### src/rtl/clock_div_n.sv
// rtl/clock_div_n.sv - programmable integer clock divider, 50% duty for even and odd ratios
module clock_div_n #(
  parameter int   CNT_W  = 8,
  parameter logic RST_EN = 1'b0
) (
  input  logic             clk,
  input  logic             rstn,
  input  logic             en,
  input  logic [CNT_W-1:0] div_val,
  output logic             clk_div,
  output logic             tick,
  output logic [CNT_W-1:0] ratio
);

  // Run flag kept as a two-state machine: stopped or counting.
  typedef enum logic {
    ST_STOP = 1'b0,
    ST_RUN  = 1'b1
  } state_t;

  localparam state_t           ST_RST = state_t'(RST_EN);
  localparam logic [CNT_W-1:0] N_MIN  = CNT_W'(2);
  localparam logic [CNT_W-1:0] N_ONE  = CNT_W'(1);

  state_t           r_state;
  state_t           w_state_nxt;
  logic [CNT_W-1:0] r_cnt;
  logic [CNT_W-1:0] w_cnt_nxt;
  logic [CNT_W-1:0] r_n_act;
  logic [CNT_W-1:0] w_n_nxt;
  logic [CNT_W-1:0] w_half_nxt;
  logic [CNT_W-1:0] w_div_clamped;
  logic             r_first;
  logic             r_hi_p;
  logic             w_hi_p_nxt;
  logic             r_hi_n;
  logic             w_run;
  logic             w_boundary;

  assign w_run = (r_state == ST_RUN);

  // Ratios below 2 cannot form a clock; treat them as the fastest legal ratio.
  assign w_div_clamped = (div_val < N_MIN) ? N_MIN : div_val;

  // A period boundary: first edge out of reset, any edge while stopped, or the last count.
  assign w_boundary = r_first || !w_run || (r_cnt == (r_n_act - N_ONE));

  // Next-state: ratio and run are only reloaded at a boundary; hi_p looks at the next count.
  always_comb begin
    w_state_nxt = r_state;
    w_n_nxt     = r_n_act;
    w_cnt_nxt   = r_cnt;
    if (w_boundary) begin
      w_n_nxt     = w_div_clamped;
      w_state_nxt = en ? ST_RUN : ST_STOP;
      w_cnt_nxt   = '0;
    end else begin
      w_cnt_nxt = r_cnt + N_ONE;
    end
    // ceil(N/2): the number of cycles hi_p stays high in each period
    w_half_nxt = (w_n_nxt >> 1) + {{(CNT_W-1){1'b0}}, w_n_nxt[0]};
    w_hi_p_nxt = (w_state_nxt == ST_RUN) && (w_cnt_nxt < w_half_nxt);
  end

  // Rising-edge state: run flag, counter, active ratio and the high-phase register.
  always_ff @(posedge clk or negedge rstn) begin
    if (!rstn) begin
      r_state <= ST_RST;
      r_cnt   <= '0;
      r_n_act <= N_MIN;
      r_hi_p  <= 1'b0;
      r_first <= 1'b1;
    end else begin
      r_state <= w_state_nxt;
      r_cnt   <= w_cnt_nxt;
      r_n_act <= w_n_nxt;
      r_hi_p  <= w_hi_p_nxt;
      r_first <= 1'b0;
    end
  end

  // Half-cycle delayed copy of hi_p; ANDing it in trims odd ratios to an exact N/2 high time.
  always_ff @(negedge clk or negedge rstn) begin
    if (!rstn) begin
      r_hi_n <= 1'b0;
    end else begin
      r_hi_n <= r_hi_p;
    end
  end

  // Parity comes from the registered ratio so the select only moves while hi_p is being set.
  assign clk_div = r_n_act[0] ? (r_hi_p & r_hi_n) : r_hi_p;
  assign tick    = w_run && !r_first && (r_cnt == '0);
  assign ratio   = r_n_act;

endmodule

### config.mk
export PLATFORM = sky130hd
export DESIGN_NAME = clock_div_n
export DESIGN_NICKNAME = d
export VERILOG_FILES = /design/src/rtl/clock_div_n.sv
export SDC_FILE = /design/constraint.sdc
export NUM_CORES = 1
export LEC_CHECK = 0
export BUFFER_PORTS_ARGS = -buffer_cell sky130_fd_sc_hd__buf_2
export CELL_PAD_IN_SITES_DETAIL_PLACEMENT = 0
export CELL_PAD_IN_SITES_GLOBAL_PLACEMENT = 1
export CORE_MARGIN = 2
export CORE_UTILIZATION = 45
export DETAILED_ROUTE_END_ITERATION = 10
export PLACE_DENSITY = 0.85
export SYNTH_ARGS = -nofsm -noshare
export SYNTH_HDL_FRONTEND = slang
export SYNTH_SLANG_ARGS = --single-unit
export TNS_END_PERCENT = 1
### constraint.sdc
create_clock -name clk -period 6.1 [get_ports clk]
set_input_delay 0.61 -clock clk [delete_from_list [all_inputs] [get_ports clk]]
set_output_delay 0.61 -clock clk [all_outputs]
set_load 0.05 [all_outputs]
; Word-level counts from Yosys, hierarchy flattened
; Index checks and enable logic that the tools add are counted.
[classes]
n_addsub = 3
n_lt_le_gt_ge = 2
eq_ne = 1
mux = 6
bitwise_logic = 1
n_reduce_logical = 8
[ops]
columns = cell, count
row1 = 8-bit 2-to-1 mux, 3
row2 = 7-bit by 1-bit adder with 8-bit output, 1
row3 = 8-bit by 1-bit adder with 8-bit output (second input constant), 1
row4 = 8-bit == test, 1
row5 = 8-bit zero test, 1
row6 = 8-bit by 2-bit < comparator with 1-bit output (second input constant), 1
row7 = 8-bit < comparator, 1
row8 = 8-bit by 1-bit subtractor with 8-bit output (second input constant), 1
row9 = 1-bit logical AND, 3
row10 = 1-bit 2-to-1 mux, 3
row11 = 1-bit zero test, 2
row12 = 1-bit logical OR, 2
row13 = 1-bit bitwise AND, 1
[word_totals]
ff_bits = 20
inputBits = 11
out_inout_bits = 10
word_cells = 27

; Logic depth before layout (Yosys ltp)
; Gate-level depths: netlist (run 1).
[depth]
depth_word = 7
ltp_mapped = 23
ltp_nobuf = 21

==> results of run 1 <==
per-layer routing:
layer  routed length (um)  share of wire
met2                 1670           0.49
met1                 1570           0.46
met3                   77          0.023
met4                   60          0.018
met5                    0              0
through the flow:
| stage | utilization | setup slack, ps | instances |
|---|---|---|---|
| after floorplan | - | 1610 | 160 |
| after CTS | 0.540 | 1360 | 221 |
| final | 0.540 | 1370 | 221 |
| after detailed placement | 0.523 | 1630 | 217 |
| after global routing | 0.540 | 1310 | 221 |
| after global placement | 0.523 | 1730 | 217 |
where the power goes:
group	total (W)	switching (W)	leakage (nW)	internal (W)
logic	0.000104	0.0000647	0.485	0.0000390
registers	0.000159	0.0000172	0.246	0.000142
clock network	0.000109	0.0000428	0.0279	0.0000664
area by class of cell:
type,count,area share
Clock buffer,3,0.0134
Clock inverter,1,0.0179
Inverter,8,0.0179
Multi-Input combinational cell,124,0.553
Sequential cell,20,0.300
Tap cell,44,0.0329
Timing Repair Buffer,21,0.0642
worst max-delay path by stage:
| stage | to | cells after the start |
|---|---|---|
| finish | clk_div | 2 |
| floorplan | r_hi_p | 21 |
| global placement | clk_div | 2 |
| detailed placement | r_hi_p | 18 |
| CTS | clk_div | 2 |
| global route | r_hi_p | 19 |
cells in the mapped netlist, types with 2 or more instances:
cell type | n | area (sq um)
sky130_fd_sc_hd__and2_1 | 7 | 43.8
sky130_fd_sc_hd__inv_1 | 8 | 30.0
sky130_fd_sc_hd__dfrtp_1 | 17 | 425
sky130_fd_sc_hd__buf_6 | 2 | 22.5
sky130_fd_sc_hd__o21ai_0 | 5 | 25.0
sky130_fd_sc_hd__a21o_1 | 2 | 15.0
sky130_fd_sc_hd__xnor2_1 | 21 | 184
sky130_fd_sc_hd__nand2_1 | 6 | 22.5
sky130_fd_sc_hd__mux2_2 | 5 | 56.3
sky130_fd_sc_hd__ha_1 | 12 | 150
sky130_fd_sc_hd__nor2_1 | 4 | 15.0
sky130_fd_sc_hd__xor2_1 | 4 | 35.0
sky130_fd_sc_hd__and3_1 | 7 | 43.8
sky130_fd_sc_hd__clkbuf_1 | 4 | 15.0
sky130_fd_sc_hd__nand2b_1 | 2 | 12.5
sky130_fd_sc_hd__o21a_1 | 3 | 22.5
sky130_fd_sc_hd__buf_2 | 2 | 10.0
sky130_fd_sc_hd__o211ai_1 | 2 | 15.0
sky130_fd_sc_hd__o41ai_1 | 2 | 17.5
sky130_fd_sc_hd__or4_1 | 2 | 15.0
sky130_fd_sc_hd__dfstp_2 | 2 | 52.6
sky130_fd_sc_hd__nand3_1 | 15 | 75.1
sky130_fd_sc_hd__nor4_1 | 3 | 18.8
sky130_fd_sc_hd__a21oi_1 | 5 | 25.0
sky130_fd_sc_hd__nor3_1 | 6 | 30.0
critical path, delay by kind of cell, from the launching register on:
family | cells | cell delay [ps]
flip-flops | 1 | 410
buffers and inverters | 1 | 250
AO/OA/AOI/OAI | 1 | 100
cells in the final DEF, fill, tap and decap left out, drive strengths merged, types with 2 or more instances in the layout:
cell and n:
or4 3, o211ai 2, a21oi 5, dfstp 2, nor4 3, a21o 2, and3 7, nor2 4
buf 21, clkbuf 3, inv 8, mux2 6, and2 7, ha 12, o21ai 5, xnor2 21
o21a 3, o41ai 2, nand2b 2, nor3 6, dfrtp 17, nand2 6, nand3 15, xor2 4
logic make-up after synthesis:
family,Yosys count
buffers and inverters,16
multiplexers,6
other,1
flip-flops,20
adder cells (fa/ha/maj),12
AND/OR/NAND/NOR,57
XOR/XNOR,25
AO/OA/AOI/OAI,23
state kept, by name, summed over array words and instances, names as in the netlist:
register and cells:
r_hi_n 1, r_first 1, r_state 1, r_cnt 8
ratio 8, r_hi_p 1
==> tab_implementation.tex, run 1 <==
\begin{tabular}{lr}
\hline
Metric & Value \\
\hline
\multicolumn{2}{l}{\textbf{Run status}} \\
Run status & finished clean \\
\multicolumn{2}{l}{\textbf{Route}} \\
Residual DRC count & 0 \\
Number of nets with antenna violations after detailed routing & 0 \\
DRT iter0 DRCs & 41 \\
Detailed-route wire length & 3370 um \\
Average wire per standard cell & 15.2 um \\
Routed via count & 1,238 \\
Number of iterations in the first detailed-routing pass & 4 \\
Detail-routed via count per cell & 5.60 \\
\multicolumn{2}{l}{\textbf{Floorplanning}} \\
Initial standard-cell utilization of the core & 0.484 \\
Die Span X & 61.8 um \\
Area enclosed by the die boundary & 3810 sq um \\
Die span in y & 61.8 um \\
Number of top-level pins & 21 \\
Number of core rows & 20 \\
Standard cell core area & 3100 sq um \\
\multicolumn{2}{l}{\textbf{Synth}} \\
Most used DFF post-synth & sky130\_fd\_sc\_hd\_\_dfrtp\_1 \\
Share of the yosys chip area belonging to registers & 0.335 \\
Synthesized-area fraction occupied by adder cells & 0.100 \\
Count of unique library cells instantiated by Yosys & 37 \\
Synthesized flop and latch total & 20 \\
Combinational family with the most area after synthesis & simple AND/OR/NAND/NOR gates \\
Combined area of all synthesized cells & 1500 sq um \\
Post-synth EDFFs & 0 \\
Number of synthesis warnings & 0 \\
Synthesized netlist net count & 183 \\
Cells after Synth & 160 \\
Async set-reset flop share out of synthesis & 1.00 \\
Mapped Avg Cell Area & 9.38 sq um \\
Synthesized-area fraction occupied by and/or/nand/nor cells & 0.214 \\
Compound-Gate Fraction of Synth Area & 0.103 \\
Synth Area in XOR/XNOR & 0.146 \\
Post-synthesis mux area share & 0.0475 \\
\multicolumn{2}{l}{\textbf{Placement}} \\
Final HPWL from detailed placement & 2690 um \\
Cell area after placement & 1620 sq um \\
Final Wtd Congestion & 0.870 \\
Number of port buffers & 20 \\
\multicolumn{2}{l}{\textbf{Run}} \\
Number of max-cap violations & 0 \\
\multicolumn{2}{l}{\textbf{Clocking}} \\
Clock transition time at the flip-flop clock pins of the worst setup and hold paths & 130 ps \\
Root buffer cell & sky130\_fd\_sc\_hd\_\_clkbuf\_4 \\
Buffers inserted by post-CTS timing repair & 0 \\
Maximum clock path buffer count & 2 \\
Sinks on the clock net & 20 \\
CTS hold repair buffers & 0 \\
Clock Latency Late Sink & 310 ps \\
TritonCTS clock tree & yes \\
Clock H-tree levels & 1 \\
Cts repair resizes & 0 \\
Number of clock buffers inserted by TritonCTS & 3 \\
\multicolumn{2}{l}{\textbf{Setup path}} \\
CP max stage cell & sky130\_fd\_sc\_hd\_\_dfrtn\_1 \\
Setup slack of the most critical reg-to-reg path & 1580 ps \\
Crit path largest cell delay & 410 ps \\
Launch point of the worst reg-to-reg path & ratio[2] \\
Critical path startpoint category & register \\
Required time worst endpoint & 5490 ps \\
Setup CP Type & reg2out \\
Maximum net fanout on the critical path & 1 \\
Capture point of the worst reg-to-reg path & r\_hi\_p \\
Sort of element at the end of the critical path & output pin \\
Depth of the worst register-to-register path & 18 \\
Start point of the critical path & r\_hi\_n \\
Cells traversed along the worst timing path & o21a\_1, buf\_2 \\
Worst path arrival time & 4120 ps \\
\multicolumn{2}{l}{\textbf{GRT}} \\
Global-route met1 utilization & 0.261 \\
First-pass GRT wire length & 5420 um \\
Number of global-route vias before repair & 1,177 \\
Global routing met2 resource utilization & 0.331 \\
Pin count of the biggest net entering global routing & 21 \\
GRT busiest layer & met2 \\
Global router's overall resource usage & 0.196 \\
Total congestion overflow & 0 \\
Met3 capacity usage during global routing & 0.00621 \\
Initial antenna violation count & 0 \\
\multicolumn{2}{l}{\textbf{Final layout}} \\
Area taken by multi-input logic gates & 927 sq um \\
Final nets & 201 \\
Layout cell share with drive strength beyond 1 & 0.209 \\
Seq. cell area & 503 sq um \\
Relative area change from synthesis to final layout & 11.6\% \\
Final standard cell area without fillers & 1680 sq um \\
Diode count & 0 \\
Filler cell count & 305 \\
\multicolumn{2}{l}{\textbf{STA}} \\
Worst-case hold slack & 223 ps \\
Max-slew violations & 0 \\
Clock Skew & 17.1 ps \\
Summed negative setup slack over all endpoints & 0 ps \\
Final Setup Violations & 0 \\
Slew at the pin with the worst max-slew slack & 533 ps \\
Unrepaired setup endpoints after global routing & false \\
Max\_slew headroom & 0.643 \\
Hold violation count in the final report & 0 \\
\multicolumn{2}{l}{\textbf{Min path}} \\
Kind of path behind the tightest hold check & in2async \\
\multicolumn{2}{l}{\textbf{Power}} \\
Overall power after layout & 0.000372 W \\
Peak supply drop & 111 uV \\
Ratio of total power to cell area & 222 nW/um\^{}2 \\
Total leakage power & 0.759 nW \\
\hline
\end{tabular}
Note: power is estimated with default switching activity, not from simulation.
==> run 2, diff against run 1 <==
--- a/config.mk
+++ b/config.mk
@@ -9,9 +9,9 @@
 export CELL_PAD_IN_SITES_DETAIL_PLACEMENT = 0
 export CELL_PAD_IN_SITES_GLOBAL_PLACEMENT = 1
 export CORE_MARGIN = 2
-export CORE_UTILIZATION = 45
+export CORE_UTILIZATION = 43
 export DETAILED_ROUTE_END_ITERATION = 10
-export PLACE_DENSITY = 0.85
+export PLACE_DENSITY = 0.82
 export SYNTH_ARGS = -nofsm -noshare
 export SYNTH_HDL_FRONTEND = slang
 export SYNTH_SLANG_ARGS = --single-unit
==> constraint.sdc (replaced) <==
create_clock -name clk -period 4.6 [get_ports clk]
set_input_delay 0.46 -clock clk [delete_from_list [all_inputs] [get_ports clk]]
set_output_delay 0.46 -clock clk [all_outputs]
set_load 0.05 [all_outputs]
==> tab_implementation.tex, run 2 (same netlist as run 1, synthesis figures left out) <==
\begin{tabular}{lr}
\hline
Metric & Value \\
\hline
\multicolumn{2}{l}{\textbf{Final layout}} \\
Diode count & 0 \\
Layout cell share with drive strength beyond 1 & 0.227 \\
Leading cell type in the layout, fill and taps excluded & sky130\_fd\_sc\_hd\_\_xnor2\_1 \\
Final nets & 205 \\
Relative area change from synthesis to final layout & 13.8\% \\
Highest-count cells in the layout ignoring fill and taps & sky130\_fd\_sc\_hd\_\_xnor2\_1, sky130\_fd\_sc\_hd\_\_buf\_2, sky130\_fd\_sc\_hd\_\_dfrtp\_1 \\
\multicolumn{2}{l}{\textbf{STA}} \\
Final Setup Violations & 0 \\
Worst-case hold slack & 80.7 ps \\
Hold violation count in the final report & 0 \\
Final cycle utilization of the critical path & 0.925 \\
Crit path time final & 4260 ps \\
Top achievable clock speed & 0.235 GHz \\
Summed negative setup slack over all endpoints & 0 ps \\
Clock Skew & 3.04 ps \\
Max-slew violations & 0 \\
Unrepaired setup endpoints after global routing & false \\
\multicolumn{2}{l}{\textbf{Min path}} \\
Kind of path behind the tightest hold check & in2async \\
\multicolumn{2}{l}{\textbf{Clocking}} \\
Root buffer cell & sky130\_fd\_sc\_hd\_\_clkbuf\_4 \\
Clock H-tree levels & 1 \\
Cts repair resizes & 0 \\
Clock Latency Late Sink & 300 ps \\
Sinks on the clock net & 20 \\
Buffers inserted by post-CTS timing repair & 0 \\
CTS hold repair buffers & 0 \\
Clock transition time at the flip-flop clock pins of the worst setup and hold paths & 110 ps \\
Number of clock buffers inserted by TritonCTS & 3 \\
Maximum clock path buffer count & 2 \\
TritonCTS clock tree & yes \\
\multicolumn{2}{l}{\textbf{GRT}} \\
First-pass GRT wire length & 5510 um \\
Global router's overall resource usage & 0.175 \\
Number of global-route vias before repair & 1,211 \\
Pin count of the biggest net entering global routing & 25 \\
Total congestion overflow & 0 \\
Initial antenna violation count & 0 \\
\multicolumn{2}{l}{\textbf{Setup path}} \\
Start point of the critical path & ratio[1] \\
Depth of the worst register-to-register path & 18 \\
Critical path startpoint category & register \\
Setup CP Type & reg2reg \\
Sort of element at the end of the critical path & register \\
Last element of the critical path & r\_hi\_p \\
Required time worst endpoint & 4800 ps \\
Worst path arrival time & 4460 ps \\
Setup slack of the most critical reg-to-reg path & 340 ps \\
Launch point of the worst reg-to-reg path & ratio[1] \\
Maximum net fanout on the critical path & 6 \\
Capture point of the worst reg-to-reg path & r\_hi\_p \\
\multicolumn{2}{l}{\textbf{Power}} \\
Peak supply drop & 197 uV \\
Overall power after layout & 0.000496 W \\
Ratio of total power to cell area & 290 nW/um\^{}2 \\
Total leakage power & 0.779 nW \\
\multicolumn{2}{l}{\textbf{Route}} \\
DRT iter0 DRCs & 57 \\
Detailed-route wire length & 3360 um \\
Number of iterations in the first detailed-routing pass & 4 \\
Residual DRC count & 0 \\
Average wire per standard cell & 14.8 um \\
Number of nets with antenna violations after detailed routing & 0 \\
Detail-routed via count per cell & 5.50 \\
Routed via count & 1,249 \\
\multicolumn{2}{l}{\textbf{Floorplanning}} \\
Initial standard-cell utilization of the core & 0.450 \\
Die Span X & 63.1 um \\
Area enclosed by the die boundary & 3980 sq um \\
Standard cell core area & 3340 sq um \\
Die span in y & 63.1 um \\
Number of core rows & 21 \\
Number of top-level pins & 21 \\
\multicolumn{2}{l}{\textbf{Placement}} \\
Final HPWL from detailed placement & 2630 um \\
Number of port buffers & 20 \\
Final Wtd Congestion & 0.868 \\
\multicolumn{2}{l}{\textbf{Run}} \\
Number of max-cap violations & 0 \\
\multicolumn{2}{l}{\textbf{Run status}} \\
Run status & finished clean \\
\hline
\end{tabular}
==> run 2: cell count changes in the layout (fill, tap and decap cells not counted) <==
cell,delta
sky130_fd_sc_hd__buf_4,+4
==> run 2: worst min path at each step <==
stage          startpoint       end  slack [ps]  cells after the start
2_1_floorplan        rstn  r_cnt[0]         160                      0
3_3_place_gp         rstn    r_hi_p         430                      1
3_5_place_dp         rstn  ratio[7]         440                      1
4_1_cts              rstn  ratio[6]         100                      1
5_1_grt              rstn    r_hi_p         110                      1
6_report             rstn    r_hi_p          80                      1
==> run 2: final cells by class <==
| type | instances | area, sq um |
|---|---|---|
| multi-input combinational | 124 | 927 |
| timing repair buffer | 25 | 138 |
| inverter | 8 | 30.0 |
| fill | 341 | 1630 |
| clock inverter | 1 | 30.0 |
| tap | 46 | 57.6 |
| sequential | 20 | 503 |
| clock buffer | 3 | 22.5 |
==> run 2: where the power goes <==
part / internal (W) / switching [W] / total, W / leakage, nW
combinational: 0.0000561 / 0.0000933 / 0.000149 / 0.505
clock: 0.0000881 / 0.0000544 / 0.000142 / 0.0279
sequential: 0.000188 / 0.0000159 / 0.000204 / 0.246
total: 0.000332 / 0.000164 / 0.000496 / 0.779
==> run 2: worst max-delay path, stage by stage, from the launching register on <==
cell,delay [ps]
sky130_fd_sc_hd__dfstp_2,410
sky130_fd_sc_hd__or4_4,550
sky130_fd_sc_hd__o21a_1,190
sky130_fd_sc_hd__or4_1,490
sky130_fd_sc_hd__nand3_1,110
sky130_fd_sc_hd__a31oi_2,150
sky130_fd_sc_hd__o21ai_0,310
sky130_fd_sc_hd__ha_1,230
sky130_fd_sc_hd__ha_1,270
sky130_fd_sc_hd__nand3_1,120
sky130_fd_sc_hd__xor2_1,160
sky130_fd_sc_hd__nand2_1,70
sky130_fd_sc_hd__o21ai_0,120
sky130_fd_sc_hd__ha_1,300
sky130_fd_sc_hd__and4_1,190
sky130_fd_sc_hd__o211ai_1,120
sky130_fd_sc_hd__a21oi_1,150
sky130_fd_sc_hd__a21oi_1,60
sky130_fd_sc_hd__o2111a_1,140
==> run 2: metrics by stage <==
stage | instance area, sq um | worst slack (ps) | cells | util
2_1_floorplan | 1500 | 110 | 160 | -
3_3_place_gp | 1660 | 475 | 223 | 0.496
3_5_place_dp | 1660 | 403 | 223 | 0.496
4_1_cts | 1710 | 347 | 227 | 0.512
5_1_grt | 1710 | 114 | 227 | 0.512
6_report | 1710 | 344 | 227 | 0.512
==> run 2: metal layers <==
layer,GRT usage,part of all wire,up-vias
met1,0.223,0.45,593
li1,-,-,607
met2,0.294,0.48,39
met4,0.0806,0.024,0
met3,0.0232,0.040,10
met5,0,0,-
